===== config.mk =====
export PLATFORM = sky130hd
export DESIGN_NAME = issue_pick_age
export DESIGN_NICKNAME = d
export VERILOG_FILES = /design/src/rtl/issue_pick_age.sv
export SDC_FILE = /design/constraint.sdc
export NUM_CORES = 1
export LEC_CHECK = 0
export ABC_AREA = 1
export CORE_AREA = 2 2 152 154
export CTS_CLUSTER_DIAMETER = 80
export DETAILED_ROUTE_END_ITERATION = 6
export DIE_AREA = 0 0 154 156
export PLACE_DENSITY_LB_ADDON = 0.2
export SLEW_MARGIN = 10
export SYNTH_ARGS = -nofsm -noshare
export SYNTH_HDL_FRONTEND = slang
export SYNTH_SLANG_ARGS = --single-unit

===== constraint.sdc =====
create_clock -name clk -period 2 [get_ports clk]
set_input_delay 0.3 -clock clk [delete_from_list [all_inputs] [get_ports clk]]
set_output_delay 0.3 -clock clk [all_outputs]
set_load 0.02 [all_outputs]

===== src/rtl/issue_pick_age.sv =====
// Oldest-ready issue picker: age matrix over ENTRIES slots feeding one registered dispatch slot.
// Latency: o_en is combinational, and the picked op appears on o_valid/o_payload one cycle later.
// Backpressure: a held op stays stable while o_ready=0 and no new pick is made; bco_valid flushes it.
// Optional ALU bypass readiness is enabled by the ISSUE_PICK_FORWARD_EN macro.
module issue_pick_age #(
    parameter int ENTRIES   = 4,
    parameter int PAYLOAD_W = 64,
    parameter int ROB_W     = 4
) (
    input  logic                           clk,
    input  logic                           reset,
    input  logic                           snoop_hit,
    input  logic                           bco_valid,
    input  logic [ENTRIES-1:0]             i_alloc,
    input  logic [ENTRIES-1:0]             i_valid,
    input  logic [ENTRIES-1:0]             i_src0_rdy,
    input  logic [ENTRIES-1:0]             i_src1_rdy,
    input  logic [ENTRIES*ROB_W-1:0]       i_src0_rob,
    input  logic [ENTRIES*ROB_W-1:0]       i_src1_rob,
    input  logic [ENTRIES-1:0]             i_mem,
    input  logic [ENTRIES*PAYLOAD_W-1:0]   i_payload,
    input  logic                           i_fwd_valid,
    input  logic [ROB_W-1:0]               i_fwd_rob,
    output logic [ENTRIES-1:0]             o_en,
    output logic                           o_valid,
    input  logic                           o_ready,
    output logic [$clog2(ENTRIES)-1:0]     o_entry,
    output logic [PAYLOAD_W-1:0]           o_payload,
    output logic                           o_src0_forward_alu,
    output logic                           o_src1_forward_alu
);

    localparam int IDX_W = $clog2(ENTRIES);

    // age[i][j] set means slot i is older than slot j
    logic [ENTRIES-1:0][ENTRIES-1:0] age;

    logic [ENTRIES-1:0]   src0_fwd;
    logic [ENTRIES-1:0]   src1_fwd;
    logic [ENTRIES-1:0]   ready;
    logic [ENTRIES-1:0]   cand;
    logic [ENTRIES-1:0]   pick;
    logic                 found;
    logic                 blocked;
    logic                 can_load;
    logic [IDX_W-1:0]     pick_idx;
    logic [PAYLOAD_W-1:0] pick_payload;
    logic                 pick_f0;
    logic                 pick_f1;

`ifdef ISSUE_PICK_FORWARD_EN
    always_comb begin
        for (int i = 0; i < ENTRIES; i++) begin
            src0_fwd[i] = i_fwd_valid & ~i_src0_rdy[i] &
                          (i_src0_rob[i*ROB_W +: ROB_W] == i_fwd_rob);
            src1_fwd[i] = i_fwd_valid & ~i_src1_rdy[i] &
                          (i_src1_rob[i*ROB_W +: ROB_W] == i_fwd_rob);
        end
    end
`else
    logic unused_fwd;
    assign unused_fwd = ^{i_fwd_valid, i_fwd_rob, i_src0_rob, i_src1_rob};
    assign src0_fwd   = '0;
    assign src1_fwd   = '0;
`endif

    assign can_load = ~o_valid | o_ready;

    always_comb begin
        ready        = '0;
        cand         = '0;
        pick         = '0;
        found        = 1'b0;
        blocked      = 1'b0;
        pick_idx     = '0;
        pick_payload = '0;
        pick_f0      = 1'b0;
        pick_f1      = 1'b0;
        for (int i = 0; i < ENTRIES; i++) begin
            ready[i] = i_valid[i] & ~i_alloc[i] &
                       (i_src0_rdy[i] | src0_fwd[i]) &
                       (i_src1_rdy[i] | src1_fwd[i]) &
                       ~(i_mem[i] & snoop_hit);
        end
        for (int i = 0; i < ENTRIES; i++) begin
            blocked = 1'b0;
            for (int j = 0; j < ENTRIES; j++) begin
                if (j != i && ready[j] && age[j][i]) begin
                    blocked = 1'b1;
                end
            end
            cand[i] = ready[i] & ~blocked;
        end
        // Lowest-index tiebreak keeps the pick one-hot even if stale rows disagree.
        for (int i = 0; i < ENTRIES; i++) begin
            if (cand[i] && !found) begin
                found        = 1'b1;
                pick[i]      = 1'b1;
                pick_idx     = IDX_W'(i);
                pick_payload = i_payload[i*PAYLOAD_W +: PAYLOAD_W];
                pick_f0      = src0_fwd[i];
                pick_f1      = src1_fwd[i];
            end
        end
    end

    assign o_en = (can_load && !bco_valid && !reset) ? pick : '0;

    // New slots become younger than every live slot; same-cycle allocs order by index.
    always_ff @(posedge clk) begin
        if (reset) begin
            age <= '0;
        end else begin
            for (int r = 0; r < ENTRIES; r++) begin
                for (int c = 0; c < ENTRIES; c++) begin
                    if (r != c) begin
                        if (i_alloc[c]) begin
                            age[r][c] <= (i_valid[r] & ~i_alloc[r]) | (i_alloc[r] & (r < c));
                        end else if (i_alloc[r]) begin
                            age[r][c] <= 1'b0;
                        end
                    end
                end
            end
        end
    end

    always_ff @(posedge clk) begin
        if (reset) begin
            o_valid            <= 1'b0;
            o_entry            <= '0;
            o_payload          <= '0;
            o_src0_forward_alu <= 1'b0;
            o_src1_forward_alu <= 1'b0;
        end else if (bco_valid) begin
            o_valid <= 1'b0;
        end else if (|o_en) begin
            o_valid            <= 1'b1;
            o_entry            <= pick_idx;
            o_payload          <= pick_payload;
            o_src0_forward_alu <= pick_f0;
            o_src1_forward_alu <= pick_f1;
        end else if (can_load) begin
            o_valid <= 1'b0;
        end
    end

endmodule


[After elaboration in Yosys (flattened, before gate mapping)]
Index checks and enable logic that the tools add are counted.
Storage, ports and cells
  register bits after elaboration: 79
  input bits: 318
  output and inout bits: 73
  word-level logic and storage cells: 133
Operators by class
  multiplexer cells: 44
  bitwise gates (word level): 42
  reductions and logical operators: 32
Operator list (number)
  64-bit 2-to-1 mux: 4
  1-bit 2-to-1 mux: 37
  1-bit bitwise AND: 24
  1-bit logical AND: 17
  1-bit inverter: 14
  2-bit nonzero test: 7
  1-bit zero test: 5
  2-bit 2-to-1 mux: 2
  4-bit 2-to-1 mux: 1
  1-bit OR: 4
  4-bit OR reduction: 1
  2-bit AND reduction: 1
  2-bit OR reduction: 1

[Logic depth before layout (Yosys ltp)]
Gate-level depths: netlist of run 1.
  depth in word-level cells: 24
  mapped depth: 16
  mapped depth without buffers: 15

[Least setup slack after synthesis of run 1]
OpenSTA, ideal clock, no wires.
  kind: input to output
  from: input i_alloc[3]
  to: output o_en[1]
  arrival: 1.524 ns
  data required time: 1.700 ns
  setup slack: 0.176 ns
  cell stages on the path: 10
  path buffers: 1
  cells stage by stage: inv_2 -> nand2_2 -> nor2_2 -> nand3_1 -> nand2_1 -> inv_1 -> nand2_1 -> clkbuf_1 -> nand2_1 -> nor2_1
Between the ends
  longest elaborated chain between the ends: 14
  elaborated cells on any way between the ends: 18
  classes of those cells: 5 x mux; 9 x bitwise; 4 x reduce/logical
RTL lines
  start, declared: RTL line 14  | input logic [ENTRIES-1:0] i_alloc,
  1-bit inverter (*): RTL line 80  | ready[i] = i_valid[i] & ~i_alloc[i] &
  1-bit bitwise AND (*) (2 in a row): RTL line 80
  1-bit bitwise AND (*): RTL line 81  | (i_src0_rdy[i] | src0_fwd[i]) &
  1-bit bitwise AND (*): RTL line 82  | (i_src1_rdy[i] | src1_fwd[i]) &
  1-bit logical AND: RTL line 88  | if (j != i && ready[j] && age[j][i]) begin
  1-bit 2-to-1 mux: RTL line 88
  1-bit inverter: RTL line 92  | cand[i] = ready[i] & ~blocked;
  1-bit bitwise AND: RTL line 92
  1-bit 2-to-1 mux: RTL line 96  | if (cand[i] && !found) begin
  1-bit zero test: RTL line 96
  1-bit logical AND (*): RTL line 96
  1-bit 2-to-1 mux (*): RTL line 96
  4-bit 2-to-1 mux (*): RTL line 107  | assign o_en = (can_load && !bco_valid && !reset) ? pick : '0;
  end, declared: RTL line 24  | output logic [ENTRIES-1:0] o_en,
Mark *: on every way between the ends. The rest lies on a longest branch, timed or not.

[Final worst setup path of run 1]
  from: input snoop_hit
  to: output o_en[1]
Between the ends
  longest elaborated chain between the ends: 14
  elaborated cells on any way between the ends: 33
  classes of those cells: 9 x mux; 16 x bitwise; 8 x reduce/logical
RTL lines
  start, declared: RTL line 12  | input logic snoop_hit,
  1-bit bitwise AND: RTL line 83  | ~(i_mem[i] & snoop_hit);
  1-bit inverter: RTL line 83
  1-bit bitwise AND: RTL line 82
  1-bit logical AND: RTL line 88
  1-bit 2-to-1 mux (3 in a row): RTL line 88
  1-bit inverter: RTL line 92
  1-bit bitwise AND: RTL line 92
  1-bit 2-to-1 mux: RTL line 96
  1-bit zero test: RTL line 96
  1-bit logical AND (*): RTL line 96
  1-bit 2-to-1 mux (*): RTL line 96
  4-bit 2-to-1 mux (*): RTL line 107
Marks and branches as above.

==> summary.md, run 1 <==
| Metric | Value |
|---|---|
| Die span in y | 156 µm |
| Total core area | 22370 µm² |
| Critical path peak fanout | 4 |
| Final slew viol count | 0 |
| #FFs+latches synth | 79 |
| Arrival @ worst endpoint | 1.65 ns |
| Most Crowded Layer GR | met2 |
| Hold_ws | 0.3845 ns |
| Switch share | 0.2517 |
| Startpoint Class | input port |
| Multiplexer share of the synthesized area | 0 |
| Buf/Inv on CP | 3 |
| Worst Skew | 0.005766 ns |
| Mapped Area | 5429 µm² |
| # H-tree levels | 3 |
| Pint | 3.226 mW |
| Power density over cell area | 429.4 nW/µm² |
| Sw Pwr | 1.085 mW |
| Global Route Usage Sum | 0.1921 |
| CP max stage cell | dlygate4sd2_1 |
| Req. time, crit path | 1.70 ns |
| Drt first pass iters | 5 |
| Post-route ant nets | 0 |
| RR Startpoint | age[9] |
| Final setup vio count | 0 |
| Die width | 154 µm |
| Logic pwr share | 0.240 |
| CP startpoint | snoop_hit |
| Synthesis warning total | 0 |
| Reg power frac | 0.373 |
| Hold_buf cts | 0 |
| Die footprint | 24020 µm² |
| Io pins | 391 |
| Setup TNS | 0 ns |
| Antenna violations before repair | 0 |
| Placed Cells | 1518 |
| Clock power frac | 0.387 |
| Setup ws final | 0.04832 ns |
| Delay-heaviest family, CP | simple AND/OR/NAND/NOR gates |
| Most common cell in the netlist | nand2_1 |
| Dpl ws | -0.7655 ns |
| Clk Latency, worst-skew pair | 0.34 ns |
| HP Start | i_alloc[3] |
| Grt met2 use | 0.3523 |
| Tmin final | 1.952 ns |
| First-pass GRT wire length | 36710 µm |
| Hold depth | 4 |
| Synth Area per Inst | 5.920 µm² |
| Final WL | 25790 µm |
| Post-synth EDFFs | 0 |
| Hold WC Path Type | in2reg |
| Synth top area share | 0.2913 |
| Site row count | 55 |
| Pleak | 4.016 nW |
| Clk buf depth | 2 |
| Max VDD drop | 0.3444 mV |
| Largest family of logic cells by synthesized area | simple AND/OR/NAND/NOR gates |
| Initial Utilization | 0.2427 |
| Cells along the critical path | dlygate4sd2_1 > nand2_2 > nand3_2 > nor2_2 > nand2_2 > nor2_4 > buf_6 > nand2_2 > nor2_2 > buf_6 |
| Post-Layout Cell Count | 1555 |
| Vias | 7297 |
| CP endpoint kind | output pin |
| Top post-synthesis cells by area | dfxtp_1, nand3_1, nand2_1, a21oi_1, inv_1 |
| Post-DP HPWL | 17690 µm |
| Final core occ | 0.4490 |
| Post-synth top cells | nand2_1, nand3_1, dfxtp_1 |
| Synth area leader | dfxtp_1 |
| Cells on worst reg2reg path | 13 |
| Met1 Resource Use GR | 0.2169 |
| Fin area | 10040 µm² |
| Ys flop type | dfxtp_1 |
| Area growth from synthesis to layout | 84.95% |
| Worst slew pin tran | 0.9362 ns |
| Run status | finished clean |
| Post-Synthesis Cells | 917 |
| Setup CP Type | in2out |
| Port Buffer Count | 351 |
| Worst slew margin | 0.3758 |
| Cell mode on critical path | nand2_2 |
| Ys async rst share | 0 |
| Post-synthesis compound-gate area fraction | 0.07836 |
| Post-Synth Adder-Cell Area | 0 |
| Placed cell area | 9201 µm² |
| Xor/xnor share of the synthesized area | 0 |
| Clock-pin slew on the worst setup and hold paths | 0.06 ns |
| # diodes | 0 |
| Worst path depth | 10 |
| Layout fillers | 2341 |
| Synth unique cells | 23 |
| Critical path's largest stage delay | 0.30 ns |
| Total CTS buffers | 9 |
| Period utilization | 0.9758 |
| TritonCTS clock tree | done |
| Simple-gate share of the synthesized area | 0.4953 |
| 1st-iter DRT viols | 421 |
| Vias in the first global route | 6845 |
| Max Clk Rate | 0.5124 GHz |
| Remaining global-route overflow | 0 |
| Tot Pwr | 4.311 mW |
| GR Util met3 | 0.05056 |
| Gpl congestion | 0.8394 |
| Largest net degree at the start of global routing | 80 |
| Post-DR wirelength/cell | 16.59 µm |
| Post-route DRC | 0 |
| Clock sink count | 79 |
| Via density per instance | 4.693 |
| Sequential area share after synthesis | 0.2913 |
| Total Nets Final | 1584 |
| Final hold viol count | 0 |
| Layout cell share with drive strength beyond 1 | 0.1079 |
| Root Buffer | clkbuf_16 |
| MaxCap Viol Count | 0 |
==> cells by family after synthesis <==
kind of cell	Yosys count
AOI/OAI and AO/OA	85
buffers and inverters	154
DFF	79
other	1
and+or+nand+nor	598
==> routing by layer <==
metal / wire length (µm) / up-vias
met2: 13020 / 249
met1: 10580 / 3343
met5: 0 / -
met3: 1723 / 27
met4: 475 / 0
li1: - / 3678
==> cell usage in the layout (no fill, tap or decap), types with 2 or more instances in the layout <==
cell type          n
o21ai_0            7
inv_1             74
nand3_1          272
clkinvlp_4         2
clkbuf_16         11
nand2_1          269
nand4_1            3
buf_4             30
nor2_4            11
clkdlybuf4s50_1  325
buf_6             18
dlygate4sd2_1     13
buf_2              2
a21oi_2            4
nand2_4            3
dlymetal6s2s_1     6
inv_2              6
nor2_2             2
conb_1             2
nand2_2           19
nand3_2            8
buf_12             7
nor2_1             7
a21oi_1           74
dfxtp_1           79
buf_8              3
==> power groups by stage <==
| stage | logic, mW | registers, mW | clock network [mW] |
|---|---|---|---|
| 6_report | 1.04 | 1.61 | 1.67 |
| 3_3_place_gp | 0.971 | 1.64 | 0 |
| 5_1_grt | 1.12 | 1.61 | 1.80 |
| 2_1_floorplan | 0.287 | 1.65 | 0 |
| 3_5_place_dp | 0.972 | 1.64 | 0 |
| 4_1_cts | 1.01 | 1.61 | 1.74 |
==> registers in the layout, indices dropped and copies added, names as in the netlist <==
register,count
age,12
o_entry,2
o_payload,64
o_valid,1
==> cell type report <==
cell class	count	area, µm²	share of cell area
tap	285	356.6	0.03551
clock inverter	5	58.81	0.005857
multi-input combinational	685	3298	0.3285
sequential	79	1582	0.1575
clock buffer	10	239.0	0.02380
inverter	81	316.6	0.03153
timing repair buffer	410	4190	0.4173
==> final timing paths <==
kind / endpoint / slack (ns)
worst max register to register: o_payload[36] / 0.12
worst min-delay path: age[7] / 0.38
worst max-delay path: o_en[1] / 0.05
worst min register to register: o_payload[9] / 0.46
==> repair_timing <==
action	CTS	global route
endpoints found under the setup margin	71	70
cloned	2	4
setup buffers	9	8
resized for setup	77	48
pin swaps	16	20
==> worst min-delay path, delay by kind of cell <==
kind                   cells  cell delay [ns]
buffers and inverters      2             0.25
AO/OA/AOI/OAI              2             0.13
Power figures use the tool's default switching activity.
==> run 2: changes to the inputs <==
Settings changed: RECOVER_POWER from default to 50.
Clock period 2 ns to 2.2 ns, I/O delays scaled along.
==> run 2 against run 1 <==
- clock power hardly changed
- clock-buffer cell count stayed put
- critical endpoint unchanged
- worst setup slack improved by 0.035 ns
- sequential share of layout area is 0.23 points lower
- largest cell class unchanged
- largest power group unchanged
- utilization is 0.67 points higher
- via count down 0.26%
- register-to-register slack better by 0.22 ns
- sequential power is 9% lower
==> summary.md, run 2 (synthesis gave the netlist of run 1 again) <==
| Metric | Value |
|---|---|
| Post-Layout Cell Count | 1559 (+0.26%) |
| Via density per instance | 4.668 (-0.52%) |
| Largest net degree at the start of global routing | 80 (unchanged) |
| Remaining global-route overflow | 0 (unchanged) |
| Setup CP Type | in2out |
| Clock-pin slew on the worst setup and hold paths | 0.07 ns (about the same) |
| Top Registers | o_payload: 64 flops, age: 12 flops, o_entry: 2 flops |
| Final WL | 26870 µm (+4.2%) |
| # diodes | 0 (unchanged) |
| Port Buffer Count | 351 (unchanged) |
| Vias | 7278 (-0.26%) |
| Critical path peak fanout | 4 (unchanged) |
| CP endpoint kind | output pin |
| Setup ws final | 0.08325 ns (+0.03493 ns) |
| Worst R2R End | o_payload[24] |
| Root Buffer | clkbuf_16 |
| First-pass GRT wire length | 38110 µm (+3.8%) |
| Site row count | 55 (unchanged) |
| MaxCap Viol Count | 0 (unchanged) |
| Max Clk Rate | 0.4724 GHz |
| Clk Latency, worst-skew pair | 0.34 ns (about the same) |
| Hold WC Path Type | in2reg |
| Clock sink count | 79 (unchanged) |
| TritonCTS clock tree | done |
| RR Startpoint | age[8] |
| Pleak | 4.394 nW (+9.4%) |
| Worst slew pin tran | 0.9108 ns (-0.02547 ns) |
| Total CTS buffers | 9 (unchanged) |
| Req. time, crit path | 1.87 ns (+0.17 ns) |
| Total Nets Final | 1587 (+0.19%) |
| Gpl congestion | 0.8458 (+0.76%) |
| Startpoint Class | input port |
| HP Start | i_valid[2] |
| Run status | finished clean |
| Final hold viol count | 0 (unchanged) |
| Antenna violations before repair | 0 (unchanged) |
| 1st-iter DRT viols | 320 (-24%) |
| Post-route ant nets | 0 (unchanged) |
| Max VDD drop | 0.3351 mV (-2.7%) |
| Die span in y | 156 µm (unchanged) |
| Layout cell share with drive strength beyond 1 | 0.1028 (-0.005048) |
| Post-DR wirelength/cell | 17.24 µm (+3.9%) |
| # H-tree levels | 3 (unchanged) |
| Post-route DRC | 0 (unchanged) |
| Vias in the first global route | 7038 (+2.8%) |
| Tmin final | 2.117 ns |
| Footprint of the multi-input gates | 3241 µm² (-1.7%) |
| Hold_buf cts | 0 (unchanged) |
| Max FFs per register | 64 (unchanged) |
| Arrival @ worst endpoint | 1.79 ns (+0.14 ns) |
| Worst Skew | 0.01284 ns (+0.007077 ns) |
| Period utilization | 0.9622 |
| Initial Utilization | 0.2427 (unchanged) |
| Placed Cells | 1518 (unchanged) |
| Final slew viol count | 0 (unchanged) |
| Hold depth | 3 (-1) |
| Power density over cell area | 402.4 nW/µm² (-6.3%) |
| Die footprint | 24020 µm² (unchanged) |
| Most frequent cells in the layout | nand3_1, nand2_1, clkdlybuf4s50_1 |
| Layout fillers | 2342 (+0.043%) |
| Global Route Usage Sum | 0.2002 (+0.008044) |
| Drt first pass iters | 4 (-1) |
| Most common cell after layout, fill and taps aside | nand3_1 |
| Die width | 154 µm (unchanged) |
| Sequential cell area | 1582 µm² (unchanged) |
| Cells on worst reg2reg path | 12 (-1) |
| Dpl ws | -0.6002 ns (+0.1653 ns) |
| Final setup vio count | 0 (unchanged) |
| Io pins | 391 (unchanged) |
| R2R Setup Slk | 0.34 ns (+0.22 ns) |
| Biggest register | o_payload |
| Total core area | 22370 µm² (unchanged) |
| Clk buf depth | 2 (unchanged) |
| Hold worst-path end | age[11] |
| Area growth from synthesis to layout | 87.69% |
| Worst slew margin | 0.3928 (+0.01698) |
| Post-DP HPWL | 17490 µm (-1.1%) |
## run 2: changes by cell type in the layout (fill, tap and decap cells not counted), moves of 4 or more
| cell | previous run | this run |
|---|---|---|
| nand3_1 | 272 | 277 |
| a21oi_1 | 74 | 78 |
| buf_16 | 1 | 5 |
| buf_6 | 18 | 9 |
| a21oi_2 | 4 | 0 |
| nand2_2 | 19 | 24 |
| dlymetal6s2s_1 | 6 | 18 |
| nand3_2 | 8 | 3 |
| buf_4 | 30 | 36 |
| clkdlybuf4s50_1 | 325 | 266 |
| dlygate4sd2_1 | 13 | 0 |
| dlygate4sd3_1 | 0 | 62 |
## run 2: cell type report
type	count	share of cell area
Clock inverter	6	0.009086
Sequential cell	79	0.1552
Clock buffer	10	0.02345
Multi-Input combinational cell	685	0.3180
Tap cell	285	0.03499
Timing Repair Buffer	413	0.4282
Inverter	81	0.03107
## run 2: metrics by stage
| step | setup TNS, ns | util | area (µm²) | power [mW] | hold WS (ns) |
|---|---|---|---|---|---|
| finish | 0 | 0.4556 | 10190 | 4.100 | 0.3407 |
| global route | -0.03921 | 0.4556 | 10190 | 4.281 | 0.3830 |
| CTS | -0.03267 | 0.4357 | 9746 | 4.110 | 0.4638 |
| detailed placement | -36.31 | 0.4120 | 9214 | 2.378 | 0.4535 |
| global placement | -33.55 | 0.4120 | 9214 | 2.378 | 0.4503 |
| floorplan | 0 | - | 5433 | 1.757 | 0.4573 |
## run 2: per-layer routing
layer / share of wire / global-route usage
met1: 0.42 / 0.2354
met2: 0.49 / 0.3572
met3: 0.060 / 0.04500
met4: 0.024 / 0.07165
met5: 0 / 0
## run 2: worst max-delay path by stage
stage	end	cells after the start	slack (ns)	start
after CTS	o_en[1]	9	-0.02	snoop_hit
after global placement	o_en[2]	10	-0.59	i_valid[2]
final	o_en[1]	9	0.08	i_mem[2]
after detailed placement	o_en[3]	10	-0.60	i_valid[2]
after global routing	o_en[1]	10	-0.03	i_mem[1]
after floorplan	o_en[1]	10	0.32	i_alloc[3]
## run 2: where the power goes
part / internal (mW) / switching (mW) / leakage (nW) / total, mW
registers: 1.45 / 0.0117 / 0.638 / 1.46
logic: 0.604 / 0.369 / 3.60 / 0.973
clock network: 1.03 / 0.636 / 0.155 / 1.67
## run 2: repair_timing
| action | 4_1_cts | 5_1_grt |
|---|---|---|
| setup buffers | 4 | 10 |
| pin swaps | 4 | 21 |
| setup endpoints to repair | 68 | 69 |
| cloned | 4 | 7 |
| resized for setup | 34 | 67 |
## run 2: worst max-delay path: stages
cell and delay, ns:
clkdlybuf4s50_1 0.48, nand2_2 0.08, nand4_1 0.13, nand2_2 0.09, nor2_4 0.19, buf_6 0.15
nand2_1 0.06, nor2_1 0.11, buf_4 0.16
==> run 3: changes to the inputs <==
Settings changed: RECOVER_POWER 50 to default.
==> run 3 against run 2 <==
- register-to-register slack barely moved
- wire length rose by 0.18%
- via count barely moved
- global-route usage did not move
- largest cell class unchanged
- worst hold slack got worse by 0.0012 ns
==> summary.md, run 3 (synthesis gave the netlist of run 1 again) <==
| Metric | Value |
|---|---|
| Tmin final | 2.117 ns (-0.0001506 ns) |
| Initial Utilization | 0.2427 (unchanged) |
| Final core occ | 0.4557 (about the same) |
| # diodes | 0 (unchanged) |
| Site row count | 55 (unchanged) |
| Cell mode on critical path | nand2_2 |
| Hold depth | 3 (unchanged) |
| Total Nets Final | 1587 (unchanged) |
| Drt first pass iters | 4 (unchanged) |
| Clock sink count | 79 (unchanged) |
| HP Start | i_valid[2] |
| Setup CP Type | in2out |
| Remaining global-route overflow | 0 (unchanged) |
| Gpl congestion | 0.8458 (unchanged) |
| Post-route DRC | 0 (unchanged) |
| Worst R2R End | o_payload[62] |
| Vias | 7285 (+0.096%) |
| Global Route Usage Sum | 0.2002 (unchanged) |
| Max Clk Rate | 0.4725 GHz (about the same) |
| Antenna violations before repair | 0 (unchanged) |
| Top Registers | o_payload: 64 flops, age: 12 flops, o_entry: 2 flops |
| Clock-pin slew on the worst setup and hold paths | 0.07 ns (about the same) |
| Pleak | 4.176 nW (-5.0%) |
| Area growth from synthesis to layout | 87.72% (about the same) |
| Hold_ws | 0.3394 ns (-0.001218 ns) |
| Via density per instance | 4.673 (about the same) |
| Hold WC Path Type | in2reg |
| Most common cell after layout, fill and taps aside | clkdlybuf4s50_1 |
| # H-tree levels | 3 (unchanged) |
| Dpl ws | -0.6002 ns (unchanged) |
| Placed cell area | 9214 µm² (unchanged) |
| Layout fillers | 2341 (-0.043%) |
| CP max stage cell | clkdlybuf4s50_1 |
| Placed Cells | 1518 (unchanged) |
| 1st-iter DRT viols | 319 (-0.31%) |
| Delay-heaviest family, CP | buffers and inverters |
| Final hold viol count | 0 (unchanged) |
| Worst path depth | 9 (unchanged) |
| Req. time, crit path | 1.87 ns (about the same) |
| Vias in the first global route | 7038 (unchanged) |
| Most frequent cells in the layout | clkdlybuf4s50_1, nand3_1, nand2_1 |
| CP endpoint kind | output pin |
| Cells on worst reg2reg path | 12 (unchanged) |
| Io pins | 391 (unchanged) |
| Port Buffer Count | 351 (unchanged) |
| Biggest register | o_payload |
| Arrival @ worst endpoint | 1.79 ns (about the same) |
| Period utilization | 0.9621 (about the same) |
| Die width | 154 µm (unchanged) |
| Post-route ant nets | 0 (unchanged) |
| Post-Layout Cell Count | 1559 (unchanged) |
| Total CTS buffers | 9 (unchanged) |
| Buf/Inv on CP | 3 (unchanged) |
| Power density over cell area | 403.0 nW/µm² (+0.16%) |
| Max VDD drop | 0.3359 mV (+0.24%) |
| Final setup vio count | 0 (unchanged) |
| Clk buf depth | 2 (unchanged) |
| Footprint of the multi-input gates | 3241 µm² (unchanged) |
| R2R Setup Slk | 0.34 ns (about the same) |
| Critical path's largest stage delay | 0.48 ns (about the same) |
| Post-DP HPWL | 17490 µm (unchanged) |
| Hold worst-path end | age[11] |
| RR Startpoint | age[8] |
| MaxCap Viol Count | 0 (unchanged) |
| Sequential cell area | 1582 µm² (unchanged) |
| Die footprint | 24020 µm² (unchanged) |
| TritonCTS clock tree | done |
| Fin area | 10190 µm² (about the same) |
| Hold_buf cts | 0 (unchanged) |
| Critical path peak fanout | 4 (unchanged) |
| Worst slew pin tran | 0.9099 ns (-0.0008311 ns) |
| Total core area | 22370 µm² (unchanged) |
| Max FFs per register | 64 (unchanged) |
| Startpoint Class | input port |
| Largest net degree at the start of global routing | 80 (unchanged) |
| Cells along the critical path | clkdlybuf4s50_1 > nand2_2 > nand4_1 > nand2_2 > nor2_4 > buf_6 > nand2_1 > nor2_1 > buf_4 |
| Setup ws final | 0.08340 ns (+0.0001506 ns) |
| Root Buffer | clkbuf_16 |
| First-pass GRT wire length | 38110 µm (unchanged) |
| Layout cell share with drive strength beyond 1 | 0.1036 (+0.0007849) |
| Die span in y | 156 µm (unchanged) |
| Run status | finished clean |
| Post-DR wirelength/cell | 17.27 µm (+0.18%) |
| Final slew viol count | 0 (unchanged) |
| Clk Latency, worst-skew pair | 0.34 ns (about the same) |
| Worst slew margin | 0.3934 (+0.0005540) |
| Final WL | 26920 µm (+0.18%) |
| Worst Skew | 0.01356 ns (+0.0007214 ns) |
run 3: cell types whose count changed in the layout (fill, tap and decap cells not counted):
cell	change
buf_2	+1
clkbuf_1	-1
clkdlybuf4s50_1	+62
dlygate4sd3_1	-62
run 3: layout make-up:
type / instances / share of cell area
Inverter: 81 / 0.03106
Clock buffer: 10 / 0.02345
Multi-Input combinational cell: 685 / 0.3180
Sequential cell: 79 / 0.1552
Timing Repair Buffer: 413 / 0.4282
Tap cell: 285 / 0.03499
Clock inverter: 6 / 0.009085
run 3: what timing repair did:
item | 4_1_cts | 5_1_grt
gates cloned | 4 | 7
endpoints found under the setup margin | 68 | 69
buffers inserted | 4 | 10
gates resized for setup | 34 | 67
pin swaps | 4 | 21
run 3: metal layers:
layer / share of wire / vias up / track usage
li1: - / 3698 / -
met1: 0.42 / 3314 / 0.2354
met2: 0.49 / 234 / 0.3572
met3: 0.060 / 39 / 0.04500
met4: 0.024 / 0 / 0.07165
met5: 0 / - / 0
run 3: tightest hold or removal path: cells and delay by family:
family                 cells  cell delay [ns]
AO/OA/AOI/OAI              2             0.21
buffers and inverters      1             0.11
run 3: worst max path at each step:
stage	startpoint	end	slack (ns)
2_1_floorplan	i_alloc[3]	o_en[1]	0.32
3_3_place_gp	i_valid[2]	o_en[2]	-0.59
3_5_place_dp	i_valid[2]	o_en[3]	-0.60
4_1_cts	snoop_hit	o_en[1]	-0.02
5_1_grt	i_mem[1]	o_en[1]	-0.03
6_report	i_mem[2]	o_en[1]	0.08
run 3: through the flow:
stage                     power [mW]  TNS (ns)
after floorplan                1.757         0
after global placement         2.378    -33.55
after detailed placement       2.378    -36.31
after CTS                      4.110  -0.03267
after global routing           4.284  -0.03922
final                          4.107         0
run 3: power breakdown:
group,switching [mW],internal [mW],leakage [nW]
registers,0.0120,1.45,0.638
clock network,0.640,1.03,0.155
logic,0.369,0.607,3.38
